==> src/rtl/uart_tx_mmio.sv <==
// uart_tx_mmio: memory-mapped UART transmitter with a small TX FIFO.
// The CPU writes bytes through TXDATA. Each byte goes out on txd as an
// 8N1 frame, with the bit period taken from DIVISOR.
// STATUS and DIVISOR can be polled through a combinational read path.
// Optional build macro: UART_TX_PARITY_EN inserts an even-parity bit
// between the data bits and the stop bit (8E1).
module uart_tx_mmio #(
   parameter int          FIFO_DEPTH = 4,
   parameter logic [15:0] DIV_RESET  = 16'd434
) (
   input  logic        clk,
   input  logic        rst,
   input  logic        ce,
   input  logic        we,
   input  logic [31:0] addr,
   input  logic [3:0]  sel,
   input  logic [31:0] data_i,
   output logic [31:0] data_o,
   output logic        txd
);

   localparam int PTR_W = (FIFO_DEPTH > 1) ? $clog2(FIFO_DEPTH) : 1;
   localparam int CNT_W = PTR_W + 1;

   localparam logic [1:0] REG_TXDATA  = 2'd0;
   localparam logic [1:0] REG_STATUS  = 2'd1;
   localparam logic [1:0] REG_DIVISOR = 2'd2;

   typedef enum logic [2:0] {
      ST_IDLE   = 3'd0,
      ST_START  = 3'd1,
      ST_DATA   = 3'd2,
`ifdef UART_TX_PARITY_EN
      ST_PARITY = 3'd3,
`endif
      ST_STOP   = 3'd4
   } state_t;

   // ------------------------------------------------------------------
   // Bus decode
   // ------------------------------------------------------------------
   logic wr_txdata;
   logic wr_status;
   logic wr_divisor;
   logic ovf_clear;

   assign wr_txdata  = ce & we & sel[0] & (addr[3:2] == REG_TXDATA);
   assign wr_status  = ce & we & sel[0] & (addr[3:2] == REG_STATUS);
   assign wr_divisor = ce & we & (addr[3:2] == REG_DIVISOR);
   assign ovf_clear  = wr_status & data_i[3];

   // Only addr[3:2] is decoded. The upper data lanes are never stored.
   logic unused_bits;
   assign unused_bits = ^{addr[31:4], addr[1:0], sel[3:2], data_i[31:16]};

   // ------------------------------------------------------------------
   // State declarations
   // ------------------------------------------------------------------
   logic [7:0]       mem_q [FIFO_DEPTH];
   logic [PTR_W-1:0] wr_ptr_q, wr_ptr_d;
   logic [PTR_W-1:0] rd_ptr_q, rd_ptr_d;
   logic [CNT_W-1:0] cnt_q, cnt_d;
   logic             ovf_q, ovf_d;
   logic [15:0]      div_q, div_d;

   state_t           state_q;
   logic [7:0]       shift_q;
   logic [15:0]      baud_q;
   logic [2:0]       bit_q;
   logic             txd_q;
`ifdef UART_TX_PARITY_EN
   logic             parity_q;
`endif

   logic             full;
   logic             empty;
   logic             pop;
   logic             push_ok;
   logic [15:0]      div_m1;
   logic [7:0]       head;

   assign full  = (cnt_q == CNT_W'(FIFO_DEPTH));
   assign empty = (cnt_q == '0);
   assign head  = mem_q[rd_ptr_q];

   // The transmitter takes the head byte in the IDLE->START cycle. That free
   // slot lets a push into a full FIFO in the same cycle still be accepted.
   assign pop     = (state_q == ST_IDLE) && !empty;
   assign push_ok = wr_txdata && (!full || pop);

   // Reload value for the baud counter. A DIVISOR of 0 behaves like 1.
   assign div_m1 = (div_q == 16'd0) ? 16'd0 : (div_q - 16'd1);

   // ------------------------------------------------------------------
   // FIFO / overflow / divisor next-state
   // ------------------------------------------------------------------
   // Compute the pointer, count, overflow and divisor updates for this cycle.
   always_comb begin
      wr_ptr_d = wr_ptr_q;
      rd_ptr_d = rd_ptr_q;
      cnt_d    = cnt_q;
      ovf_d    = ovf_q;
      div_d    = div_q;

      if (push_ok) begin
         wr_ptr_d = wr_ptr_q + PTR_W'(1);
      end
      if (pop) begin
         rd_ptr_d = rd_ptr_q + PTR_W'(1);
      end

      case ({push_ok, pop})
         2'b10:   cnt_d = cnt_q + CNT_W'(1);
         2'b01:   cnt_d = cnt_q - CNT_W'(1);
         default: cnt_d = cnt_q;
      endcase

      // A clear and a new overflow in the same cycle leave the flag set.
      if (ovf_clear) begin
         ovf_d = 1'b0;
      end
      if (wr_txdata && full && !pop) begin
         ovf_d = 1'b1;
      end

      if (wr_divisor && sel[0]) begin
         div_d[7:0] = data_i[7:0];
      end
      if (wr_divisor && sel[1]) begin
         div_d[15:8] = data_i[15:8];
      end
   end

   // Register the FIFO control, the sticky overflow flag and DIVISOR.
   always_ff @(posedge clk or posedge rst) begin
      if (rst) begin
         wr_ptr_q <= '0;
         rd_ptr_q <= '0;
         cnt_q    <= '0;
         ovf_q    <= 1'b0;
         div_q    <= DIV_RESET;
      end else begin
         wr_ptr_q <= wr_ptr_d;
         rd_ptr_q <= rd_ptr_d;
         cnt_q    <= cnt_d;
         ovf_q    <= ovf_d;
         div_q    <= div_d;
      end
   end

   // Store accepted bytes. The storage holds only data, so it is not reset.
   always_ff @(posedge clk) begin
      if (push_ok) begin
         mem_q[wr_ptr_q] <= data_i[7:0];
      end
   end

   // ------------------------------------------------------------------
   // Transmit FSM
   // ------------------------------------------------------------------
   // Run the frame sequencer. txd_q is loaded with the level of the segment
   // being entered, so the line is registered and changes only at edges.
   // The baud counter is reloaded from DIVISOR at each bit boundary, so a
   // DIVISOR write never stretches or shortens the bit already in flight.
   always_ff @(posedge clk or posedge rst) begin
      if (rst) begin
         state_q  <= ST_IDLE;
         shift_q  <= '0;
         baud_q   <= '0;
         bit_q    <= '0;
         txd_q    <= 1'b1;
`ifdef UART_TX_PARITY_EN
         parity_q <= 1'b0;
`endif
      end else begin
         case (state_q)
            ST_IDLE: begin
               txd_q <= 1'b1;
               if (pop) begin
                  shift_q  <= head;
                  baud_q   <= div_m1;
                  state_q  <= ST_START;
                  txd_q    <= 1'b0;
`ifdef UART_TX_PARITY_EN
                  parity_q <= ^head;
`endif
               end
            end

            ST_START: begin
               if (baud_q == 16'd0) begin
                  baud_q  <= div_m1;
                  bit_q   <= 3'd0;
                  state_q <= ST_DATA;
                  txd_q   <= shift_q[0];
               end else begin
                  baud_q <= baud_q - 16'd1;
               end
            end

            ST_DATA: begin
               if (baud_q == 16'd0) begin
                  baud_q <= div_m1;
                  if (bit_q == 3'd7) begin
`ifdef UART_TX_PARITY_EN
                     state_q <= ST_PARITY;
                     txd_q   <= parity_q;
`else
                     state_q <= ST_STOP;
                     txd_q   <= 1'b1;
`endif
                  end else begin
                     bit_q   <= bit_q + 3'd1;
                     shift_q <= {1'b0, shift_q[7:1]};
                     txd_q   <= shift_q[1];
                  end
               end else begin
                  baud_q <= baud_q - 16'd1;
               end
            end

`ifdef UART_TX_PARITY_EN
            ST_PARITY: begin
               if (baud_q == 16'd0) begin
                  baud_q  <= div_m1;
                  state_q <= ST_STOP;
                  txd_q   <= 1'b1;
               end else begin
                  baud_q <= baud_q - 16'd1;
               end
            end
`endif

            ST_STOP: begin
               txd_q <= 1'b1;
               if (baud_q == 16'd0) begin
                  state_q <= ST_IDLE;
               end else begin
                  baud_q <= baud_q - 16'd1;
               end
            end

            default: begin
               state_q <= ST_IDLE;
               txd_q   <= 1'b1;
            end
         endcase
      end
   end

   assign txd = txd_q;

   // ------------------------------------------------------------------
   // Read path
   // ------------------------------------------------------------------
   logic [31:0] status;
   logic [4:0]  cnt5;

   assign cnt5   = 5'(cnt_q);
   assign status = {23'd0, cnt5, ovf_q, empty, full, (state_q != ST_IDLE)};

   // Return register contents combinationally. Reads have no side effects.
   always_comb begin
      data_o = 32'h0;
      if (ce && !we) begin
         case (addr[3:2])
            REG_STATUS:  data_o = status;
            REG_DIVISOR: data_o = {16'h0, div_q};
            default:     data_o = 32'h0;
         endcase
      end
   end

endmodule

==> config.mk <==
export PLATFORM = sky130hd
export DESIGN_NAME = uart_tx_mmio
export DESIGN_NICKNAME = d
export VERILOG_FILES = /design/src/rtl/uart_tx_mmio.sv
export SDC_FILE = /design/constraint.sdc
export NUM_CORES = 1
export LEC_CHECK = 0
export CORE_MARGIN = 8
export CORE_UTILIZATION = 45
export DETAILED_ROUTE_END_ITERATION = 16
export GPL_TIMING_DRIVEN = 0
export MAX_ROUTING_LAYER = met4
export PLACE_DENSITY = 0.72
export SETUP_SLACK_MARGIN = 0.15
export SLEW_MARGIN = 5
export SYNTH_ARGS = -nofsm -noshare
export SYNTH_HDL_FRONTEND = slang
export SYNTH_SLANG_ARGS = --single-unit
==> constraint.sdc <==
create_clock -name clk -period 2.8 [get_ports clk]
set_input_delay 0.7 -clock clk [delete_from_list [all_inputs] [get_ports clk]]
set_output_delay 0.7 -clock clk [all_outputs]
set_load 0.02 [all_outputs]
After elaboration in Yosys (flattened, before gate mapping)
Memories as Yosys holds them, arrays and structs flattened. Cells that the tools add are included.

Memories: 1. Bits in writable memories: 32. Register bits after elaboration: 55.

Bitwise gates (word level): 6. Muxes and demuxes: 30. Equal/unequal tests: 16. Add/sub/neg operators: 7. Reductions and logical operators: 29.

Memory list: mem_q (words 4, width 8, rd ports 1, clocked after Yosys merged registers in 0, wr ports 1, RTL line 59) `logic [7:0] mem_q [FIFO_DEPTH];`.

Operator list (number): $mux 16 (5); $pmux 16 s3 (1); $logic_not 16->1 (2); $pmux 16 s2 (1); $sub 16x1->16 const B (2); $mux 8 (3); $mux 3 (7); $pmux 8 s2 (1); $ne 2x2->1 const B (7); $pmux 3 s2 (2); $pmux 3 s4 (1); $eq 3x3->1 const B (3); $mux 1 (8); $reduce_and 4->1 (2); $reduce_bool 2->1 (4); $logic_and 1x1->1 (7); $add 3x1->3 const B (2); $and 1x1->1 (6); $logic_not 3->1 (2); $reduce_bool 3->1 (2); $reduce_and 5->1 (1); $add 2x1->2 const B (2); $eq 2x1->1 const B (2); $eq 2x2->1 const B (2); 10 further kinds (13).

Longest topological paths before layout
Depth after elaboration: 7. Mapped depth: 9. Depth with buffers taken out: 8.

Least setup slack after synthesis
OpenSTA, ideal clock, no wires.

Kind: input to output. Start: in addr[2]. End: out data_o[10]. Data arrival time: 1755 ps. Slack: 345 ps. Cell stages on the path: 6. Cell sequence: inv_1 -> ha_1 -> clkbuf_1 -> and3b_1 -> clkbuf_1 -> and2_1.

Longest elaborated chain between the ends: 3.

Ends and longest elaborated chain: start: declaration (RTL line 15) `input logic [31:0] addr,`; $eq 2x2->1 / $eq 2x1->1 (equally long branches) (RTL line 266) `case (addr[3:2])`; $pmux 16 s2 * (RTL line 266); $mux 16 * (RTL line 265) `if (ce && !we) begin`; end: declaration (RTL line 18) `output logic [31:0] data_o,`.

Mark *: on every way between the ends. The rest lies on a longest branch, timed or not.

Worst setup path after layout
Start: in addr[3]. End: out data_o[15].

The elaborated chain is that of the path after synthesis.

==> metrics.csv <==
stage,metric,value,unit
min_path,hold_depth,2,
sta,worstMarginPinSlew,0.853,ns
finish,most-common-layout-cells,"dfrtp_1 (49), nor2_1 (35), edfxtp_1 (32)",
status,outcome,"complete, no violations",
detailed_routing,via_count,3549,
setup_path,r2r_end,baud_q[10],
sta,slew_headroom,42.7,%
clock_tree,cts_max_path_buffers,2,
detailed_routing,drt_iter0_drc,216,
power_and_ir_drop,static-leakage-power,2.29,nW
floorplan,die-area,0.0142,mm2
setup_path,crit_top_cell,clkbuf_8,
finish,antenna_cells,0,
power_and_ir_drop,p_total,3.94,mW
finish,layout_commonest_cell,dfrtp_1,
clock_tree,insertion_delay,0.36,ns
finish,fin_nets,595,
sta,finalSetupTns,0,ns
sta,grt_setup_unrepaired,true,
setup_path,cp.arrival,1.88,ns
synthesis,async_flop_share,63.2,%
placed_design,gp_congestion,0.913,
detailed_routing,ant_nets,0,
floorplan,ioPinCount,105,
grt,track_usage,15.4,%
grt,grt_max_degree,31,
placed_design,post-place-ws,-0.864,ns
synthesis,synth_cell_types,63,
finish,drive_above_1_share,23.0,%
detailed_routing,routed_via_density,5.46,
setup_path,r2r_start,baud_q[5],
placed_design,portBuffers,40,
detailed_routing,drc,0,
synthesis,synth_cells,437,
clock_tree,cts_tree,done,
setup_path,critPathCaptureType,primary output,
clock_tree,cts.htree.levels,3,
sta,fin_crit,2.58,ns
synthesis,avgSynthCellArea,11.0,um2
setup_path,r2r_cells,9,
min_path,hold_end,shift_q[3],
sta,drv_slew,0,
placed_design,dp.final_hpwl,7670,um
floorplan,start_util,46.4,%
setup_path,required,2.10,ns
grt,grt_pass1_vias,3592,
setup_path,r2r_slack,0.23,ns
setup_path,cp_max_fo,9,
clock_tree,cts_made_buffers,9,
setup_path,cpMaxStageDelayCell,dlygate4sd2_1,
setup_path,crit_type,input port to primary output,
sta,hold_viol,0,
synthesis,synth_edf_count,32,
power_and_ir_drop,ir_drop,0.405,mV
sta,finalHoldWorstSlack,0.494,ns
floorplan,num_rows,37,
setup_path,path_buf_inv,4,
sta,setup_violations,0,
finish,design_area,0.00570,mm2
synthesis,synth.cell_area,0.00479,mm2
sta,fin_crit_sh,92.2,%
grt,grt-ovfl-total,0,
synthesis,synth-seq-cells,87,
grt,antenna_found_initial,0,
synthesis,synth_warnings,0,
sta,max_freq,0.387,GHz
power_and_ir_drop,power_density,692,mW/mm2
finish,area_growth,19.0,%
clock_tree,clkSinkCount,87,
setup_path,cp.depth,7,
floorplan,die_y,119,um
clock_tree,cts.clk_slew.worst_paths,0.09,ns
min_path,min_path_type,flop to flop,
detailed_routing,wirelength,10400,um
setup_path,cp_cell_sequence,"dlygate4sd2_1, ha_2, clkbuf_8, and3b_1, clkbuf_8, and2_1, buf_4",
detailed_routing,dr.pass1.iters,5,
clock_tree,ctsRootBufferMaster,clkbuf_8,
detailed_routing,wl_per_cell,16.0,um
sta,setup_ws,0.217,ns
setup_path,cp-start-kind,input port,
synthesis,ys_seq_area_share,49.0,%
grt,grt_pass1_wl,17500,um
setup_path,slowest_delay,0.25,ns
sta,clock-skew-final,0.0104,ns
flow_run,maxCapViolations,0,
setup_path,cp_top_family,buffers and inverters,
synthesis,synth-main-ff-cell,dfrtp_1,
min_path,hold_path.startpoint,shift_q[3],
floorplan,die_w,119,um
floorplan,core-area,0.0103,mm2
placed_design,placed_area,0.00543,mm2
[worst min-delay path, delay by kind of cell (launching register included)]
kind             cells  cell delay [ns]
AND/OR/NAND/NOR      1             0.05
flip-flops           1             0.35
AO/OA/AOI/OAI        1             0.06
[metrics by stage]
step,utilization [%],cells
after global routing,55.2,650
after detailed placement,52.6,629
after CTS,54.4,647
after floorplan,-,452
after global placement,52.4,628
final,55.2,650
[routing by layer]
metal | part of all wire, % | vias to the layer above | global-route usage [%]
li1 | - | 1714 | -
met1 | 47 | 1702 | 19.6
met2 | 47 | 118 | 24.0
met3 | 4.6 | 15 | 2.88
met4 | 1.7 | 0 | 5.77
met5 | 0 | - | -
[cell type report]
cell class,instances,area (um2)
well taps,136,170
clock inverters,7,55.1
flip-flops and latches,87,2340
repair buffers,46,387
clock buffers,9,124
plain buffers,37,245
fillers,887,4630
inverters,16,60.1
multi-input cells,312,2310
[synth_stat cells, drive strengths merged (4+ instances only)]
cell type	n	share of area (%)
o32a	4	0.84
ha	13	3.4
nand3	10	1.0
dfrtp	49	26
a211oi	7	1.1
mux2i	13	2.7
inv	16	1.3
or3	5	0.76
nand4	4	0.52
mux4	8	3.8
nand2	26	2.0
nor3b	5	0.89
buf	24	3.6
edfxtp	32	20
a22oi	8	1.3
nor2	36	2.8
xor2	7	1.3
and3	4	0.52
nor4	9	1.6
and2	15	2.0
mux2	17	4.0
clkbuf	13	1.0
dfstp	6	3.3
nor3	19	2.0
a21oi	13	1.4
o21ai	23	2.4
xnor2	10	1.8
[kinds of logic after synthesis]
kind of cell,count (synthesis),synth area share [%]
compound gates,81,11.6
xor+xnor,17,3.11
fa+ha+maj,14,3.82
buf+inv,53,5.83
flops,87,49.0
mux,38,10.5
other cells,1,0.0783
simple gates,146,16.2
[power breakdown]
group,switching [mW],total [mW],leakage (nW),internal [mW]
logic,0.582,1.16,1.25,0.575
registers,0.340,1.97,0.957,1.63
clock network,0.484,0.816,0.0915,0.332
total,1.41,3.94,2.29,2.53
[sequential cells by signal, indices dropped and copies added (netlist names)]
| register | count |
|---|---|
| baud_q | 16 |
| cnt_q | 3 |
| mem_q | 32 |
| shift_q | 8 |
| state_q | 3 |
| bit_q | 3 |
| div_q | 16 |
| ovf_q | 1 |
| wr_ptr_q | 2 |
| rd_ptr_q | 2 |
| txd | 1 |
[timing repair]
item	4_1_cts	5_1_grt
gates cloned	0	0
pin swaps	1	1
setup buffers	2	3
gates resized for setup	86	17
setup endpoints to repair	18	47
hold buffers	0	0
[worst max path at each step]
stage,start,slack (ns),end
after floorplan,addr[2],0.34,data_o[10]
after global placement,addr[2],-0.80,data_o[15]
after detailed placement,addr[2],-0.86,data_o[8]
after CTS,addr[2],0.16,data_o[8]
after global routing,baud_q[5],0.12,bit_q[0]
final,addr[3],0.22,data_o[15]
Power figures use the tool's default switching activity.
